<file path="config.mk">
export PLATFORM = sky130hd
export DESIGN_NAME = seq_alu
export DESIGN_NICKNAME = d
export VERILOG_FILES = /design/src/rtl/seq_alu.sv
export SDC_FILE = /design/constraint.sdc
export NUM_CORES = 1
export LEC_CHECK = 0
export CORE_MARGIN = 5
export CORE_UTILIZATION = 60
export DETAILED_ROUTE_END_ITERATION = 8
export GPL_TIMING_DRIVEN = 0
export PLACE_DENSITY = 0.88
export SLEW_MARGIN = 0
export SYNTH_ARGS = -nofsm -noshare
export SYNTH_HDL_FRONTEND = slang
export SYNTH_SLANG_ARGS = --single-unit
</file>
<file path="constraint.sdc">
create_clock -name clk -period 4.39 [get_ports clk]
set_input_delay 0.439 -clock clk [delete_from_list [all_inputs] [get_ports clk]]
set_output_delay 0.439 -clock clk [all_outputs]
set_load 0.01 [all_outputs]
</file>
<file path="src/rtl/seq_alu.sv">
// Clocked execute-stage ALU: valid/ready operand intake, internal Z/N/C flags, iterative shifts.
// Define SEQ_ALU_MUL_EN to build in the iterative shift-add multiplier (opcode 29).
module seq_alu #(
    parameter int unsigned WIDTH = 16,
    parameter int unsigned SHW   = $clog2(WIDTH)
) (
    input  logic             clk,
    input  logic             rst,
    input  logic             in_valid,
    output logic             in_ready,
    input  logic [4:0]       alu_op,
    input  logic [WIDTH-1:0] rs,
    input  logic [WIDTH-1:0] rd,
    input  logic             ccr_load,
    input  logic [2:0]       ccr_in,
    output logic             out_valid,
    output logic [WIDTH-1:0] out,
    output logic [2:0]       ccr,
    output logic             jump
);

    localparam logic [4:0] OP_NOT  = 5'd1;
    localparam logic [4:0] OP_SETC = 5'd2;
    localparam logic [4:0] OP_CLRC = 5'd3;
    localparam logic [4:0] OP_INC  = 5'd4;
    localparam logic [4:0] OP_DEC  = 5'd5;
    localparam logic [4:0] OP_OUT  = 5'd6;
    localparam logic [4:0] OP_IN   = 5'd7;
    localparam logic [4:0] OP_MOV  = 5'd8;
    localparam logic [4:0] OP_ADD  = 5'd9;
    localparam logic [4:0] OP_SUB  = 5'd10;
    localparam logic [4:0] OP_AND  = 5'd11;
    localparam logic [4:0] OP_OR   = 5'd12;
    localparam logic [4:0] OP_SHL  = 5'd13;
    localparam logic [4:0] OP_SHR  = 5'd14;
    localparam logic [4:0] OP_PUSH = 5'd15;
    localparam logic [4:0] OP_LDM  = 5'd17;
    localparam logic [4:0] OP_LDD  = 5'd18;
    localparam logic [4:0] OP_STD  = 5'd19;
    localparam logic [4:0] OP_JZ   = 5'd20;
    localparam logic [4:0] OP_JN   = 5'd21;
    localparam logic [4:0] OP_JC   = 5'd22;
`ifdef SEQ_ALU_MUL_EN
    localparam logic [4:0] OP_MUL  = 5'd29;

    typedef enum logic [1:0] {IDLE = 2'd0, SHIFT = 2'd1, MUL = 2'd2} state_t;
`else
    typedef enum logic [1:0] {IDLE = 2'd0, SHIFT = 2'd1} state_t;
`endif

    state_t           state;
    logic [WIDTH-1:0] work;
    logic [SHW-1:0]   cnt;
    logic             shLeft;

    logic [WIDTH:0]   addRes;
    logic [WIDTH:0]   subRes;
    logic [WIDTH:0]   incRes;
    logic [WIDTH:0]   decRes;
    logic [WIDTH-1:0] shNext;
    logic             shBit;
    logic [SHW-1:0]   shAmt;

`ifdef SEQ_ALU_MUL_EN
    logic [WIDTH-1:0] mulHi;
    logic [WIDTH-1:0] mulCand;
    logic [WIDTH:0]   mulSum;
    logic [WIDTH-1:0] mulHiNext;
    logic [WIDTH-1:0] mulLoNext;
`endif

    // {N, Z} of a WIDTH-bit result
    function automatic logic [1:0] zn(input logic [WIDTH-1:0] r);
        return {r[WIDTH-1], r == '0};
    endfunction

    assign in_ready = (state == IDLE);

    always_comb begin
        addRes = {1'b0, rd} + {1'b0, rs};
        subRes = {1'b0, rd} - {1'b0, rs};
        incRes = {1'b0, rd} + (WIDTH+1)'(1);
        decRes = {1'b0, rd} - (WIDTH+1)'(1);
        shAmt  = rd[SHW-1:0];
        shNext = shLeft ? {work[WIDTH-2:0], 1'b0} : {1'b0, work[WIDTH-1:1]};
        shBit  = shLeft ? work[WIDTH-1] : work[0];
    end

`ifdef SEQ_ALU_MUL_EN
    // One shift-add step: {carry, hi, lo} >> 1 after conditionally adding the multiplicand
    always_comb begin
        mulSum    = {1'b0, mulHi} + (work[0] ? {1'b0, mulCand} : '0);
        mulHiNext = mulSum[WIDTH:1];
        mulLoNext = {mulSum[0], work[WIDTH-1:1]};
    end
`endif

    always_ff @(posedge clk) begin
        if (rst) begin
            state     <= IDLE;
            out       <= '0;
            out_valid <= 1'b0;
            jump      <= 1'b0;
            ccr       <= 3'b000;
            work      <= '0;
            cnt       <= '0;
            shLeft    <= 1'b0;
`ifdef SEQ_ALU_MUL_EN
            mulHi     <= '0;
            mulCand   <= '0;
`endif
        end else begin
            out_valid <= 1'b0;
            jump      <= 1'b0;
            case (state)
                IDLE: begin
                    if (in_valid) begin
                        out_valid <= 1'b1;
                        case (alu_op)
                            OP_NOT: begin
                                out      <= ~rd;
                                ccr[1:0] <= zn(~rd);
                            end
                            OP_SETC: begin
                                out    <= '0;
                                ccr[2] <= 1'b1;
                            end
                            OP_CLRC: begin
                                out    <= '0;
                                ccr[2] <= 1'b0;
                            end
                            OP_INC: begin
                                out <= incRes[WIDTH-1:0];
                                ccr <= {incRes[WIDTH], zn(incRes[WIDTH-1:0])};
                            end
                            OP_DEC: begin
                                out <= decRes[WIDTH-1:0];
                                ccr <= {decRes[WIDTH], zn(decRes[WIDTH-1:0])};
                            end
                            OP_OUT, OP_IN, OP_PUSH, OP_LDM: out <= rd;
                            OP_MOV, OP_LDD, OP_STD:         out <= rs;
                            OP_ADD: begin
                                out <= addRes[WIDTH-1:0];
                                ccr <= {addRes[WIDTH], zn(addRes[WIDTH-1:0])};
                            end
                            OP_SUB: begin
                                out <= subRes[WIDTH-1:0];
                                ccr <= {subRes[WIDTH], zn(subRes[WIDTH-1:0])};
                            end
                            OP_AND: begin
                                out      <= rd & rs;
                                ccr[1:0] <= zn(rd & rs);
                            end
                            OP_OR: begin
                                out      <= rd | rs;
                                ccr[1:0] <= zn(rd | rs);
                            end
                            OP_SHL, OP_SHR: begin
                                if (shAmt == '0) begin
                                    out <= rs;
                                end else begin
                                    out_valid <= 1'b0;
                                    work      <= rs;
                                    cnt       <= shAmt;
                                    shLeft    <= (alu_op == OP_SHL);
                                    state     <= SHIFT;
                                end
                            end
                            OP_JZ, OP_JN, OP_JC: begin
                                // Taken branch consumes the flag it tested
                                out <= '0;
                                if (ccr[alu_op[1:0]]) begin
                                    jump              <= 1'b1;
                                    ccr[alu_op[1:0]] <= 1'b0;
                                end
                            end
`ifdef SEQ_ALU_MUL_EN
                            OP_MUL: begin
                                out_valid <= 1'b0;
                                work      <= rs;
                                mulHi     <= '0;
                                mulCand   <= rd;
                                cnt       <= SHW'(WIDTH - 1);
                                state     <= MUL;
                            end
`endif
                            default: out <= '0;
                        endcase
                    end
                end
                SHIFT: begin
                    work   <= shNext;
                    ccr[2] <= shBit;
                    cnt    <= cnt - SHW'(1);
                    if (cnt == SHW'(1)) begin
                        out       <= shNext;
                        ccr[1:0]  <= zn(shNext);
                        out_valid <= 1'b1;
                        state     <= IDLE;
                    end
                end
`ifdef SEQ_ALU_MUL_EN
                MUL: begin
                    work  <= mulLoNext;
                    mulHi <= mulHiNext;
                    cnt   <= cnt - SHW'(1);
                    if (cnt == '0) begin
                        out       <= mulLoNext;
                        ccr       <= {|mulHiNext, zn(mulLoNext)};
                        out_valid <= 1'b1;
                        state     <= IDLE;
                    end
                end
`endif
                default: state <= IDLE;
            endcase
            // Flag restore overrides any flag update landing on the same edge
            if (ccr_load) ccr <= ccr_in;
        end
    end

endmodule

</file>
==> impl_results.md <==
* Clk_skew at 4.19 ps
* Post-Place Cells at between 1,000 and 1,500
* Die width at between 100 and 150 um
* Vias/cell at 7.19
* Vias in the first global route at 7,190
* R2r endpoint: out[12]
* Sequential cell area at between 800 and 900 sq um
* Clk_lat worst skew at just over 300 ps
* Layout cells sized above 1 at under 10%
* Grt total ovfl at 0
* Crit Path Max Fanout at 9
* Cells after synthesis at slightly above 900
* PwrDens at roughly 200 mW/mm^2
* Hpwl dp at ~21 mm
* TritonCTS clock tree: built
* CTS Buf Count at 5
* Syn Nets at 1,026
* Hold WC Path Type: reg -> reg
* Final hold violation count at 0
* Final setup TNS at 0 ps
* Area Growth Syn to Fin at 14.1%
* Largest net degree at the start of global routing at 14
* Placed inst area at 0.00735 sq mm
* Initial core utilization at around 60%
* Filler cells at between 900 and 1,000
* Clock-pin slew on the worst setup and hold paths at about 80 ps
* Hold path start: out[8]
* Flop2flop setup slack at 1230 ps
* RSZ-0062 raised after global routing: false
* Drt wl/cell at approximately 24 um
* Worst Path Required at about 4600 ps
* Slew @ Worst Pin at ~1100 ps
* Main synth FF type: dfxtp_1
* Peak Freq at 233 MHz
* Multi-input gate area in the final layout at 0.00518 sq mm
* Final Cycle Share at between 90% and 100%
* Via count at 8,112
* Std-Cell Rows at 38
* Final min period at ~4300 ps
* Post-Route WL at between 20 and 30 mm
* Post-synthesis cell type count at 87
* Static Leak at 2.82 nW
* Hold Path End: out[8]
* Crit path kind: in -> reg
* First-pass GRT wire length at 40.9 mm
* Slew Limit Fails at 0
* Clock root cell: clkbuf_8
* Setup crit end kind: register
* GP Congestion at about 1.1
* Core Footprint at between 0.01 and 0.015 sq mm
* Post-CTS Setup Bufs at 0
* Antenna cells at 0
* Mapped Avg Cell Area at between 7 and 8 sq um
* Worst relative slew slack at roughly a quarter
* Initial DRC Count at 1,197
* Die ar. at 0.0131 sq mm
* Mapped Area at ~0.0066 sq mm
* EDFF count, synth at 0
* Clock Sinks at 43
* Cts hold-fix bufs at 0
* Design Area, Final at approximately 0.0075 sq mm
* Final Util at slightly below 70%
* Hold depth at 2
* RR Startpoint: state[0]
* Initial antenna violation count at 1
* CP Launch Type: input port
* Die Span Y at between 100 and 150 um
* Final setup fails at 0
* Ports at 66
* Pre-antenna DRT Iters at 6
* Cell count of the worst reg-to-reg path at 6
* GRT Overall Usage at 40.1%
* FFs w/ async S/R, synth at 0%
* Outcome: finished, final reports clean
* Fin cells at roughly 1,100
* H-tree levels at 2
* Maximum VDD drop at between 0.0002 and 0.00025 V
* Ys Warns at 0
* Port buffer count at 60
* Nets at around 1,100
* Drc violations at 0
* Register area share after synthesis at 13.1%
* CP arrival at 4520 ps
* Synth Register Bits at 43
* Clk buf depth at 2
* Antenna Nets Post-Route at 0
* Max Cap Viol at 0
layer usage:
layer	share of wire [%]	GRT usage (%)
met5	0.041	0
met4	6.2	18.7
met3	13	6.92
met2	41	57.2
met1	41	57.9
state kept, by name, summed over array words and instances, names as in the netlist:
| name | flops |
|---|---|
| ccr | 3 |
| out | 16 |
| out_valid | 1 |
| jump | 1 |
| state | 1 |
| cnt | 4 |
| work | 16 |
| shLeft | 1 |
cells in the final DEF (no fill, tap or decap), drive strengths merged, types with 5 or more instances in the layout:
cell type      instances
or2                    5
a21oi                 70
xnor2                 31
nand3                 27
nor3                  36
nor2b                 12
clkbuf                50
inv                   58
o211ai                12
o21ai                 44
o2bb2ai                5
or4                    6
nor3b                  7
mux2i                 19
nor4                  21
a2111oi                5
nor2                  91
or3                    8
nand2                 57
mux2                   7
o22ai                 11
nand2b                12
o221ai                 8
buf                   26
and3                  13
clkdlybuf4s50         60
a211o                  8
xor2                   7
o31ai                  7
nand4                 21
dfxtp                 43
a221oi                17
ha                    60
a31oi                  8
a211oi                22
a311oi                 7
a221o                  9
repair_timing:
| item | 4_1_cts | 5_1_grt |
|---|---|---|
| hold endpoints to repair | 0 | 0 |
| pin swaps | 0 | 0 |
| gates resized for setup | 1 | 2 |
| setup endpoints to repair | 1 | 2 |
layout make-up:
class / count / share of cell area (%)
Tap cell: 140 / 2.34
Timing Repair Buffer: 61 / 8.14
Clock buffer: 6 / 1.10
Sequential cell: 43 / 11.5
Buffer: 69 / 4.07
Multi-Input combinational cell: 748 / 69.3
Clock inverter: 2 / 0.469
Inverter: 60 / 3.01
metrics by stage:
stage	hold WS [ps]	power [mW]	setup WS, ps
after floorplan	456	0.890	1330
after global placement	477	1.13	-308
after detailed placement	489	1.14	-323
after CTS	499	1.46	137
after global routing	523	1.57	18.1
final	497	1.50	93.5
how the worst max path moves through the flow:
stage	cells after the start	startpoint	slack (ps)	to
after floorplan	12	rd[0]	1330	out[8]
after global placement	13	rd[0]	-310	out[12]
after detailed placement	13	rd[0]	-320	out[12]
after CTS	13	rd[0]	140	out[12]
after global routing	12	rd[1]	20	out[11]
final	12	rd[1]	90	out[11]
cell families after synthesis:
kind of cell	count (synthesis)	share of synthesized area (%)
buf+inv	129	8.06
simple gates	332	26.1
xor+xnor	38	5.08
flops	43	13.1
mux	26	4.11
fa+ha+maj	62	12.1
compound gates	290	31.4
cells in the mapped netlist, types with 18 or more instances:
master	instances	area share, %
nand2_1	57	3.3
nor2_1	90	5.2
xnor2_1	31	4.1
nor3_1	36	2.7
nand3_1	26	2.0
mux2i_1	19	2.9
o21ai_0	40	3.1
clkbuf_1	44	2.5
a21oi_1	70	5.3
a211oi_1	21	2.4
nor4_1	18	1.7
dfxtp_1	43	13
inv_1	57	3.3
nand4_1	21	2.0
ha_1	60	11
critical path, stage by stage:
cell	delay (ps)
clkdlybuf4s50_1	650
clkbuf_1	360
inv_1	180
ha_1	330
a21oi_1	310
o2111ai_1	330
a2111oi_2	790
nor2_1	140
xnor2_1	180
o221ai_1	400
a21oi_1	140
a211oi_1	270
power by group:
group          switching, mW  internal (mW)
sequential            0.0149          0.411
clock                  0.149          0.184
combinational          0.459          0.285
total                  0.622          0.880
Power figures use the tool's default switching activity.
